<file path="src/rtl/bin_to_bcd_seq.sv">
// bin_to_bcd_seq: sequential binary-to-BCD converter (shift-add-3, one bit per clock).
//
// Handshake: start is sampled only while IDLE; the edge that samples start=1 also
// latches bin_in. busy is high for the BIN_W shift cycles, then done pulses for
// exactly one cycle while bcd_out/overflow show the fresh result. start seen while
// busy or done is dropped, never queued. bcd_out/overflow only change on the edge
// that enters DONE, so they never expose partial results.
module bin_to_bcd_seq #(
    parameter int BIN_W  = 8,
    parameter int DIGITS = 3
) (
    input  logic                  clk,
    input  logic                  reset,
    input  logic                  start,
    input  logic [BIN_W-1:0]      bin_in,
    output logic                  busy,
    output logic                  done,
    output logic [4*DIGITS-1:0]   bcd_out,
    output logic                  overflow,
    output logic [1:0]            state_o
);

    localparam int SCR_W = 4 * DIGITS;
    localparam int CNT_W = $clog2(BIN_W + 1);

    localparam logic [CNT_W-1:0] CNT_INIT = CNT_W'(BIN_W);
    localparam logic [CNT_W-1:0] CNT_LAST = CNT_W'(1);
    localparam logic [SCR_W-1:0] ALL_NINES = {DIGITS{4'h9}};

    typedef enum logic [1:0] {
        S_IDLE  = 2'd0,
        S_SHIFT = 2'd1,
        S_DONE  = 2'd2
    } state_t;

    state_t             state_q, state_d;
    logic [BIN_W-1:0]   shift_q, shift_d;
    logic [SCR_W-1:0]   scratch_q, scratch_d;
    logic               ovf_q, ovf_d;
    logic [CNT_W-1:0]   cnt_q, cnt_d;
    logic [SCR_W-1:0]   bcd_q, bcd_d;
    logic               overflow_q, overflow_d;

    logic [SCR_W-1:0]   adj;
    logic [SCR_W-1:0]   scratch_shift;
    logic               ovf_shift;

    // Add-3 correction on every digit >= 5, then the one-bit shift of {scratch, shift reg}.
    // A 1 leaving the top digit means the value no longer fits in DIGITS digits.
    always_comb begin
        adj = scratch_q;
        for (int i = 0; i < DIGITS; i++) begin
            if (scratch_q[4*i +: 4] >= 4'd5) begin
                adj[4*i +: 4] = scratch_q[4*i +: 4] + 4'd3;
            end
        end
        scratch_shift = {adj[SCR_W-2:0], shift_q[BIN_W-1]};
        ovf_shift     = ovf_q | adj[SCR_W-1];
    end

    // State and datapath registers; reset clears everything and overrides any event.
    always_ff @(posedge clk) begin
        if (reset) begin
            state_q    <= S_IDLE;
            shift_q    <= '0;
            scratch_q  <= '0;
            ovf_q      <= 1'b0;
            cnt_q      <= '0;
            bcd_q      <= '0;
            overflow_q <= 1'b0;
        end else begin
            state_q    <= state_d;
            shift_q    <= shift_d;
            scratch_q  <= scratch_d;
            ovf_q      <= ovf_d;
            cnt_q      <= cnt_d;
            bcd_q      <= bcd_d;
            overflow_q <= overflow_d;
        end
    end

    // Next-state and datapath update: accept in IDLE, shift BIN_W times, publish on DONE entry.
    always_comb begin
        state_d    = state_q;
        shift_d    = shift_q;
        scratch_d  = scratch_q;
        ovf_d      = ovf_q;
        cnt_d      = cnt_q;
        bcd_d      = bcd_q;
        overflow_d = overflow_q;
        case (state_q)
            S_IDLE: begin
                if (start) begin
                    shift_d   = bin_in;
                    scratch_d = '0;
                    ovf_d     = 1'b0;
                    cnt_d     = CNT_INIT;
                    state_d   = S_SHIFT;
                end
            end
            S_SHIFT: begin
                shift_d   = shift_q << 1;
                scratch_d = scratch_shift;
                ovf_d     = ovf_shift;
                cnt_d     = cnt_q - 1'b1;
                if (cnt_q == CNT_LAST) begin
                    state_d    = S_DONE;
                    bcd_d      = ovf_shift ? ALL_NINES : scratch_shift;
                    overflow_d = ovf_shift;
                end
            end
            S_DONE: begin
                state_d = S_IDLE;
            end
            default: begin
                state_d = S_IDLE;
            end
        endcase
    end

    assign busy     = (state_q == S_SHIFT);
    assign done     = (state_q == S_DONE);
    assign bcd_out  = bcd_q;
    assign overflow = overflow_q;
    assign state_o  = state_q;

endmodule

</file>
<file path="config.mk">
export PLATFORM = sky130hd
export DESIGN_NAME = bin_to_bcd_seq
export DESIGN_NICKNAME = d
export VERILOG_FILES = /design/src/rtl/bin_to_bcd_seq.sv
export SDC_FILE = /design/constraint.sdc
export NUM_CORES = 1
export LEC_CHECK = 0
export BUFFER_PORTS_ARGS = -buffer_cell sky130_fd_sc_hd__buf_4
export CORE_ASPECT_RATIO = 0.6
export CORE_UTILIZATION = 40
export CTS_BUF_LIST = sky130_fd_sc_hd__clkbuf_16
export CTS_CLUSTER_DIAMETER = 50
export CTS_CLUSTER_SIZE = 14
export DETAILED_ROUTE_END_ITERATION = 12
export GPL_TIMING_DRIVEN = 0
export PLACE_DENSITY = 0.7
export SLEW_MARGIN = 20
export SYNTH_ARGS = -nofsm -noshare
export SYNTH_HDL_FRONTEND = slang
export SYNTH_SLANG_ARGS = --single-unit
</file>
<file path="constraint.sdc">
create_clock -name clk -period 4.2 [get_ports clk]
set_input_delay 0.42 -clock clk [delete_from_list [all_inputs] [get_ports clk]]
set_output_delay 0.42 -clock clk [all_outputs]
set_load 0.02 [all_outputs]
</file>
==> impl_metrics.csv <==
group,metric,value,unit
status,status,"finished, final reports clean",
sta,finalMaxSlewViolations,0,
place,io_buffers,27,
sta,finalSetupTns,0,ns
global_routing,grt_first_pass_wirelength,8630,um
min_path,holdCritPathClass,"in -> reg",
finish,register_area,801,um2
yosys,yosysSeqAreaShare,38.5,%
global_routing,gr-usage-met3,5.25,%
setup_path,cp-end-kind,"output port",
drt,ant_nets,0,
finish,mostFrequentLayoutCells,"nor2_1, dfxtp_1, buf_4, a21oi_1, inv_1",
drt,drtPass1Iterations,4,
sta,timing.final.crit_period,2.06,ns
die,dieArea,5500,um2
sta,max_freq,486,MHz
yosys,ys.flop_type,"dfxtp_1",
power_and_ir_drop,power.total,0.885,mW
clock_tree,cts_setup_buffers,0,
clock_tree,insertion_delay,0.28,ns
drt,drcViolationCount,0,
sta,setup_viol,0,
finish,n_antenna_cell,0,
clock_tree,htreeDepth,2,
yosys,synth-async-reset-ratio,0,%
finish,multiInputGateArea,1130,um2
yosys,yosysWarnings,0,
sta,worst_pin_slew,0.645,ns
yosys,synth_area,2080,um2
die,die_x,95.1,um
flow_run,cap_violations,0,
die,fp-row-count,19,
clock_tree,ctsResizeCount,0,
clock_tree,cts_inserted_buffers,5,
global_routing,use_met2,30.2,%
power_and_ir_drop,max-vdd-ir-drop,0.000187,V
drt,routed_wl,5240,um
setup_path,path_class,"reg -> out",
die,start_util,43.5,%
clock_tree,tritoncts,"built",
power_and_ir_drop,powerDensity,354,nW/um2
power_and_ir_drop,total_leakage_power,1.02,nW
clock_tree,hold_buffers,0,
yosys,syn_area_per_cell,8.39,um2
clock_tree,cts_buffer_depth,2,
sta,rsz0062_at_grt,"false",
finish,fin_nets,301,
global_routing,grtUsageTotal,21.1,%
finish,stdcell_area,2500,um2
global_routing,busiest_layer,"met1",
yosys,postSynthCellCount,248,
drt,via_per_inst,5.36,
place,pre_cts_slack,2.38,ns
sta,fin_crit_sh,49.0,%
setup_path,cp-start-kind,"register",
place,hpwlAfterDp,3770,um
place,dp.cells,338,
drt,vias,1855,
sta,hold_viol,0,
clock_tree,clk_pin_slew,0.06,ns
global_routing,use_met1,31.5,%
setup_path,cp.arrival,1.64,ns
sta,whs,0.401,ns
clock_tree,cts_num_sinks,40,
sta,setup_ws,2.14,ns
die,core_area,4780,um2
die,ios,28,
place,postPlaceCellArea,2360,um2
sta,fin_skew,0.00534,ns
global_routing,grt_max_degree,12,
yosys,synth-edff-count,0,
finish,drive_gt1_share,19.4,%
finish,syn2layout_area_growth,20.1,%
place,place.gp.congestion,0.822,
yosys,synth_seq_cells,40,
setup_path,critPathRequiredTime,3.78,ns
finish,stdcell_count,346,
sta,relSlewSlack,57.0,%
yosys,synth_nets,267,
global_routing,grt_pass1_vias,1688,
die,die_y,57.9,um
finish,fin_util,52.3,%
global_routing,grt_overflow,0,
finish,final.fill_count,451,
drt,drtIter0Drc,143,
drt,post_drt_wl_per_cell,15.1,um
clock_tree,cts-root-buf,"clkbuf_16",
yosys,synth_cell_types,39,
setup_path,cp_max_fo,10,
global_routing,antenna_found_initial,0,
[registers in the layout, summed over array words and instances (netlist names)]
signal and count:
bcd_out 12, cnt_q 4, overflow 1, ovf_q 1
scratch_q 12, shift_q 8, state_o 2
[metal layers]
layer	vias up	part of all wire, %	routed length, um
met5	-	0	0
met4	0	0.71	37
met3	5	6.7	350
met2	44	41	2170
met1	865	51	2680
li1	941	-	-
[cell families (layout without fill, tap and decap cells)]
| family | count (synthesis) | after routing | synth area share, % |
|---|---|---|---|
| fa+ha+maj | 8 | 8 | 4.81 |
| simple gates | 97 | 97 | 24.9 |
| buf+inv | 30 | 65 | 6.98 |
| flops | 40 | 40 | 38.5 |
| mux | 1 | 1 | 0.541 |
| compound gates | 72 | 72 | 24.2 |
[worst max-delay path, stage by stage, from the launching register on]
cell	delay, ns
dfxtp_1	0.39
nand2b_4	0.21
inv_4	0.10
clkbuf_1	0.41
buf_4	0.24
[final timing paths]
check / startpoint / end / slack (ns) / depth (start not counted)
max: state_o[1]$_SDFFE_PP0P_ / busy / 2.14 / 4
min: reset / state_o[1]$_SDFFE_PP0P_ / 0.40 / 2
max reg2reg: scratch_q[9]$_SDFFE_PP0P_ / bcd_out[3]$_SDFFE_PP0P_ / 2.34 / 7
min reg2reg: shift_q[2]$_SDFFE_PP0P_ / shift_q[2]$_SDFFE_PP0P_ / 0.47 / 2
[synth_stat cells, drive strengths merged, types with 7 or more instances]
| cell type | count | share of area [%] |
|---|---|---|
| nor3b | 14 | 5.5 |
| dfxtp | 40 | 39 |
| inv | 14 | 2.6 |
| buf | 10 | 3.2 |
| nand2b | 7 | 2.5 |
| a211oi | 10 | 3.9 |
| nor2 | 41 | 7.5 |
| nor3 | 10 | 2.6 |
| ha | 8 | 4.8 |
| o21ai | 10 | 2.6 |
| and2 | 7 | 2.1 |
| a21oi | 22 | 5.3 |
| nand2 | 7 | 1.3 |
[power by group]
group | total [mW] | internal, mW | switching, mW
registers | 0.408 | 0.396 | 0.0126
clock network | 0.363 | 0.214 | 0.149
logic | 0.113 | 0.0462 | 0.0673
[layout make-up]
class | count | share of cell area, %
plain buffers | 16 | 3.61
clock buffers | 5 | 5.01
clock inverters | 3 | 0.451
inverters | 14 | 2.20
multi-input cells | 178 | 45.4
flip-flops and latches | 40 | 32.1
well taps | 63 | 3.16
repair buffers | 27 | 8.12
Power figures use the tool's default switching activity.
